**config.mk**
```make
export PLATFORM = sky130hd
export DESIGN_NAME = loadstore_mem_responder
export DESIGN_NICKNAME = d
export VERILOG_FILES = /design/src/rtl/loadstore_mem_responder.sv
export SDC_FILE = /design/constraint.sdc
export NUM_CORES = 1
export LEC_CHECK = 0
export CAP_MARGIN = 10
export CORE_MARGIN = 5
export CORE_UTILIZATION = 45
export DETAILED_ROUTE_END_ITERATION = 7
export PLACE_DENSITY = 0.66
export SLEW_MARGIN = 20
export SYNTH_ARGS = -nofsm -noshare
export SYNTH_HDL_FRONTEND = slang
export SYNTH_SLANG_ARGS = --single-unit
```
**constraint.sdc**
```tcl
create_clock -name clk -period 3.4 [get_ports clk]
set_input_delay 0.51 -clock clk [delete_from_list [all_inputs] [get_ports clk]]
set_output_delay 0.51 -clock clk [all_outputs]
set_load 0.03 [all_outputs]
```
**src/rtl/loadstore_mem_responder.sv**
```systemverilog
// loadstore_mem_responder: in-order load/store queue to a fixed-latency SRAM with a credit-guarded load-response FIFO
module loadstore_mem_responder #(
  parameter int ADDR_W      = 24,
  parameter int DATA_W      = 32,
  parameter int TAG_W       = 4,
  parameter int REQ_DEPTH   = 4,
  parameter int MEM_LATENCY = 2,
  parameter int RSP_DEPTH   = 4
) (
  input  logic              clk,
  input  logic              reset_poweron,
  input  logic              ls__mc__valid,
  output logic              mc__ls__ready,
  input  logic [1:0]        ls__mc__cntl,
  input  logic [TAG_W-1:0]  ls__mc__tag,
  input  logic [ADDR_W-1:0] ls__mc__addr,
  input  logic [DATA_W-1:0] ls__mc__data,
  output logic              mc__ls__rsp_valid,
  input  logic              ls__mc__rsp_ready,
  output logic [TAG_W-1:0]  mc__ls__rsp_tag,
  output logic [DATA_W-1:0] mc__ls__rsp_data,
  output logic              mc__ls__err,
  output logic              mc__mem__enable,
  output logic              mc__mem__wr,
  output logic [ADDR_W-1:0] mc__mem__addr,
  output logic [DATA_W-1:0] mc__mem__wdata,
  input  logic [DATA_W-1:0] mem__mc__rdata
);
  localparam int QW = $clog2(REQ_DEPTH);
  localparam int QC = $clog2(REQ_DEPTH + 1);
  localparam int RW = $clog2(RSP_DEPTH);
  localparam int RC = $clog2(RSP_DEPTH + 1);
  localparam int EW = 1 + TAG_W + ADDR_W + DATA_W;
  logic [EW-1:0]           req_mem [REQ_DEPTH];
  logic [QW-1:0]           req_wp, req_rp;
  logic [QC-1:0]           req_cnt, req_cnt_n;
  logic [TAG_W+DATA_W-1:0] rsp_mem [RSP_DEPTH];
  logic [RW-1:0]           rsp_wp, rsp_rp;
  logic [RC-1:0]           rsp_cnt, out_cnt;
  logic [RC:0]             credit;
  logic [MEM_LATENCY-1:0]  rv;
  logic [TAG_W-1:0]        rt [MEM_LATENCY];
  logic [TAG_W-1:0]        mem_tag;
  logic [EW-1:0]           head;
  logic                    ready_q, err_q, legal, acc, push, head_v, head_wr, issue, rd_issue, rsp_push, rsp_pop;
  always_comb begin
    legal     = ls__mc__cntl == 2'b01 || ls__mc__cntl == 2'b10;
    acc       = ls__mc__valid & ready_q;
    push      = acc & legal;
    head      = req_mem[req_rp];
    head_v    = req_cnt != '0;
    head_wr   = head[EW-1];
    credit    = {1'b0, out_cnt} + {1'b0, rsp_cnt};
    issue     = head_v & (head_wr | (credit < (RC+1)'(RSP_DEPTH)));
    rd_issue  = issue & ~head_wr;
    rsp_push  = rv[MEM_LATENCY-1];
    req_cnt_n = req_cnt + QC'(push) - QC'(issue);
    mc__ls__ready     = ready_q;
    mc__ls__err       = err_q;
    mc__ls__rsp_valid = rsp_cnt != '0;
    {mc__ls__rsp_tag, mc__ls__rsp_data} = mc__ls__rsp_valid ? rsp_mem[rsp_rp] : '0;
    rsp_pop   = mc__ls__rsp_valid & ls__mc__rsp_ready;
  end
  always_ff @(posedge clk) begin
    if (reset_poweron) begin
      ready_q         <= 1'b0;
      err_q           <= 1'b0;
      req_wp          <= '0;
      req_rp          <= '0;
      req_cnt         <= '0;
      rsp_wp          <= '0;
      rsp_rp          <= '0;
      rsp_cnt         <= '0;
      out_cnt         <= '0;
      rv              <= '0;
      mem_tag         <= '0;
      mc__mem__enable <= 1'b0;
      mc__mem__wr     <= 1'b0;
      mc__mem__addr   <= '0;
      mc__mem__wdata  <= '0;
    end else begin
      ready_q         <= req_cnt_n < QC'(REQ_DEPTH);
      req_cnt         <= req_cnt_n;
      err_q           <= err_q | (acc & ~legal);
      if (push) begin
        req_mem[req_wp] <= {ls__mc__cntl[1], ls__mc__tag, ls__mc__addr, ls__mc__data};
        req_wp          <= req_wp + 1'b1;
      end
      if (issue) begin
        req_rp         <= req_rp + 1'b1;
        mc__mem__addr  <= head[DATA_W +: ADDR_W];
        mc__mem__wdata <= head[DATA_W-1:0];
        mem_tag        <= head[DATA_W+ADDR_W +: TAG_W];
      end
      mc__mem__enable <= issue;
      mc__mem__wr     <= issue & head_wr;
      rv[0]           <= mc__mem__enable & ~mc__mem__wr;
      rt[0]           <= mem_tag;
      for (int i = 1; i < MEM_LATENCY; i++) begin
        rv[i] <= rv[i-1];
        rt[i] <= rt[i-1];
      end
      out_cnt <= out_cnt + RC'(rd_issue) - RC'(rsp_push);
      rsp_cnt <= rsp_cnt + RC'(rsp_push) - RC'(rsp_pop);
      if (rsp_push) begin
        rsp_mem[rsp_wp] <= {rt[MEM_LATENCY-1], mem__mc__rdata};
        rsp_wp          <= rsp_wp == RW'(RSP_DEPTH - 1) ? '0 : rsp_wp + 1'b1;
      end
      if (rsp_pop) rsp_rp <= rsp_rp == RW'(RSP_DEPTH - 1) ? '0 : rsp_rp + 1'b1;
    end
  end
endmodule
```
Word-level counts from Yosys, hierarchy flattened
Memory sizes are Yosys's and may differ from the RTL's. A register that Yosys moved wholly into a read port is not among the register bits.
Index checks and enable logic that the tools add are counted.
W data, S select, Z words.
{"block": "classes", "n_addsub": 11, "n_mul": 0, "div_mod_pow": 0, "magnitude_cmp": 2, "n_eq_ne": 4, "shift": 0, "muxes": 14, "n_bitwise": 13, "n_reduce_logical": 3}
{"cell": "$mux W36", "count": 1}
{"cell": "$mux W2", "count": 6}
{"cell": "$add A3 B1 Y3", "count": 3}
{"cell": "$sub A3 B1 Y3", "count": 3}
{"cell": "$add A2 B1 Y2 const B", "count": 4}
{"cell": "$and A1 B1 Y1", "count": 8}
{"cell": "$mux W1", "count": 7}
{"cell": "$eq A2 B2 Y1 const B", "count": 3}
{"cell": "$reduce_bool A3 Y1", "count": 2}
{"cell": "$add A3 B3 Y4", "count": 1}
{"cell": "$lt A4 B3 Y1 const B", "count": 1}
{"cell": "$lt A3 B3 Y1 const B", "count": 1}
{"cell": "$not A1 Y1", "count": 3}
{"cell": "$eq A2 B1 Y1 const B", "count": 1}
{"cell": "$or A1 B1 Y1", "count": 2}
{"cell": "$logic_or A1 B1 Y1", "count": 1}
{"block": "totals", "reg_bits": 83, "latchBits": 0, "ramBits": 396, "rom_bits": 0, "output_inout_bits": 97, "wordCells": 65, "memories": 3}
{"memory": "req_mem", "depth": 4, "word_bits": 61, "read_ports": 1, "rd_clocked_by_memory_dff": 1, "wr": 1, "line_no": "34", "rtl": "logic [EW-1:0] req_mem [REQ_DEPTH];"}
{"memory": "rsp_mem", "depth": 4, "word_bits": 36, "read_ports": 1, "rd_clocked_by_memory_dff": 1, "wr": 1, "line_no": "37", "rtl": "logic [TAG_W+DATA_W-1:0] rsp_mem [RSP_DEPTH];"}
{"memory": "rt", "depth": 2, "word_bits": 4, "read_ports": 2, "rd_clocked_by_memory_dff": 0, "wr": 2, "line_no": "42", "rtl": "logic [TAG_W-1:0] rt [MEM_LATENCY];"}

Depth between registers and ports, before layout
{"block": "logic_depth", "depth_word": 7, "depth_mapped": 11, "depth_no_buf": 11}

Worst setup path before layout
No wires, ideal clock.
{"block": "synth_path", "path_kind": "input-to-reg", "start": "input reset_poweron", "end": "memory req_mem[0][0] in the netlist's numbering, enable pin", "t_arrival_ns": 2.529, "t_required_ns": 2.974, "setup_slack_ns": 0.445, "path_stages": 3, "path_cell_list": "inv_1 > clkbuf_1 > and3_1"}
{"block": "synth_via", "elab_chain_cells": 2}
{"element": "start, declared", "line_no": "11", "rtl": "input logic reset_poweron,"}
{"element": "$mux W1", "line_no": "65", "rtl": "if (reset_poweron) begin"}
{"element": "$mux W1 (not written as such)", "line_no": "86", "rtl": "req_mem[req_wp] <= {ls__mc__cntl[1], ls__mc__tag, ls__mc__addr, ls__mc__data};"}
{"element": "end, declared", "line_no": "34"}
Every way passes these cells.

==> metrics.txt <==
first-pass GRT wire length 58.2 mm; worst r2r dst mc__ls__ready; 1st-iter DRT viols 479; dpl hpwl 21.4 mm; Switching Fraction 32.5%; Core Region 40600 µm²; Netlist cell types 33; Clk pwr share ~27%; largest net degree at the start of global routing 64; Starting Density 45.2%; max cap viols 0; max-slew violations 0; ranking of synthesized cells by area edfxtp_1, mux4_2, dfxtp_1; Flop pwr share 40.0%; vias in the first global route a little over 10000; Setup Skew 0.0199 ns; Synth top cells by count edfxtp_1, mux4_2, dfxtp_1; Mapped Avg Cell Area 19.1 µm²; WP data required 2.89 ns; Die Height approximately 210 µm; setup bufs post-CTS 0; crit path capture type output port; H-tree depth 2; cell-internal power 12.3 mW; CTS tree built; gr ovfl total 0; status finished clean; cts bufs inserted 49; hold_sp rt[0][0]; number of enable flip-flop cells after synthesis 396; register area share after synthesis 74.2%; VDD IR max 462 µV; crit path max fanout 19; Comb pwr share 32.6%; std cell rows 74; Die Footprint 45000 µm²; Tcrit/Tclk final 91.5%; I/O pin cnt approximately 200; Synth area leader edfxtp_1; routed vias 9391; Worst-Margin Slew 1.15 ns; drc violations 0; Seq cells post-synth 483; Hold WC Path Type reg2reg; initial antenna violation count 6; syn nets 1079; final hold vios 0; share of layout cells above drive strength 1 25.0%; synthesized cell area about 18000 µm²; PD cells 810 nW/µm²; Bufs on Longest Clock Path 3; Lkg Pwr 7.11 nW; cts repair resizes 0; FMAX about 320 MHz; Port Buf Inserts 194; Hold EP rt[0][4]; GRT Total Usage 16.9%; Synth top area share 64.7%; clock-pin slew on the worst setup and hold paths roughly 0.06 ns; root buf cell clkbuf_16; RSZ-0062 raised after global routing false; Area Growth Syn to Fin 22.1%; hold buffers post-CTS 0; final-stage net count around 1300; Final min period 3.11 ns; Worst slew margin 23.0%; DIE WIDTH 212 µm; Clock Sinks approximately 480; Worst EP arrival roughly 2.6 ns; Wirelength per Cell about 22 µm; Synth Flop Type edfxtp_1; Gate Count Post-Synth 962; Post-Route WL 37.9 mm; worst-skew pair later-pin latency 0.57 ns; Via density 5.41; Final Setup Violations 0; Initial DRT Pass Iterations 5; Final GP Congestion just over 0.7; critical path class reg2out; Worst R2R Setup Slack between 0.7 and 0.8 ns; synth warn 0; ANT nets after route 0; reg-to-reg critical path startpoint rsp_cnt[2]; Worst Hold Path Cells 0; net load switching power 5.91 mW; ys async rst share 0%; Worst R2R Path Depth 10; final core area utilization approximately 55%; crit start category flip-flop; most numerous cell in the Yosys netlist edfxtp_1; setup TNS 0 ns
[power by group through the flow]
stage | sequential (mW) | clock (mW) | combinational (mW)
after floorplan | 7.90 | 0 | 3.51
after global placement | 7.39 | 0 | 5.98
after detailed placement | 7.39 | 0 | 6.02
after CTS | 7.28 | 5.11 | 6.05
after global routing | 7.33 | 5.39 | 6.38
final | 7.28 | 4.98 | 5.92
[sequential cells by signal, summed over array words and instances, names as in the netlist, 4 cells and up, named ones only]
name,count
mem_tag,4
mc__mem__addr,24
rsp_mem,144
req_mem,244
mc__mem__wdata,32
rt,8
[cells by family (layout without fill, tap and decap cells)]
group | count (synthesis) | count (layout) | share of synthesized area, %
compound gates | 132 | 132 | 5.69
flops | 483 | 483 | 74.2
mux | 99 | 99 | 12.0
fa+ha+maj | 19 | 19 | 1.42
buf+inv | 78 | 319 | 2.11
simple gates | 142 | 142 | 4.18
xor+xnor | 9 | 9 | 0.429
other cells | 0 | 2 | 0
[cell type report]
type / count / area, µm²
antenna: 2 / 5.00
inverter: 14 / 52.6
clock buffer: 67 / 1360
clock inverter: 23 / 140
sequential: 483 / 13600
multi-input combinational: 401 / 4400
tap: 532 / 666
timing repair buffer: 215 / 2170
fill: 3115 / 18200
[worst max path at each step]
stage,slack [ns],depth (start not counted),to,from
finish,0.29,4,mc__ls__rsp_data[9],flip-flop
global route,0.18,4,mc__ls__rsp_data[9],flip-flop
CTS,0.20,4,mc__ls__rsp_data[9],flip-flop
detailed placement,0.52,9,mc__ls__ready,ls__mc__cntl[1]
global placement,0.56,9,mc__ls__ready,ls__mc__cntl[1]
floorplan,0.45,3,req_mem[0][0],reset_poweron
[through the flow]
step	power, mW	cells	hold slack (ns)	area [µm²]	worst slack [ns]
final	18.2	1737	0.418	22400	0.290
after global routing	19.1	1736	0.429	22400	0.175
after CTS	18.4	1735	0.419	22400	0.197
after detailed placement	13.4	1645	0.405	20900	0.521
after global placement	13.4	1645	0.400	20900	0.562
after floorplan	11.4	962	0.400	18400	0.445
[layer usage]
| metal | part of all wire (%) | GRT usage, % |
|---|---|---|
| met5 | 0.18 | 0 |
| met3 | 6.5 | 4.57 |
| met2 | 50 | 28.4 |
| met4 | 2.7 | 5.75 |
| met1 | 41 | 21.3 |
[critical path: stages (launching register included)]
cell and delay, ns:
dfxtp_2 0.69, buf_12 0.24, mux4_2 0.31, and2_1 0.19, clkdlybuf4s50_1 0.59
[cells in the final DEF, fill, tap and decap left out, types with 6 or more instances in the layout]
cell type        instances
clkdlybuf4s50_1        193
buf_12                   6
o21ai_2                 50
nand3_1                 62
inv_1                   14
xnor2_1                  8
nor2b_1                  6
clkbuf_1                13
buf_4                   16
clkinv_2                 8
o21ai_1                 11
clkinv_1                12
nor2_1                  11
dfxtp_1                 83
and2_1                  37
nand2_1                  6
clkbuf_16               50
mux4_2                  97
ha_1                    16
edfxtp_1               396
a21oi_1                 17
a21oi_2                 50
No activity file was read; power rests on OpenSTA's default activity.
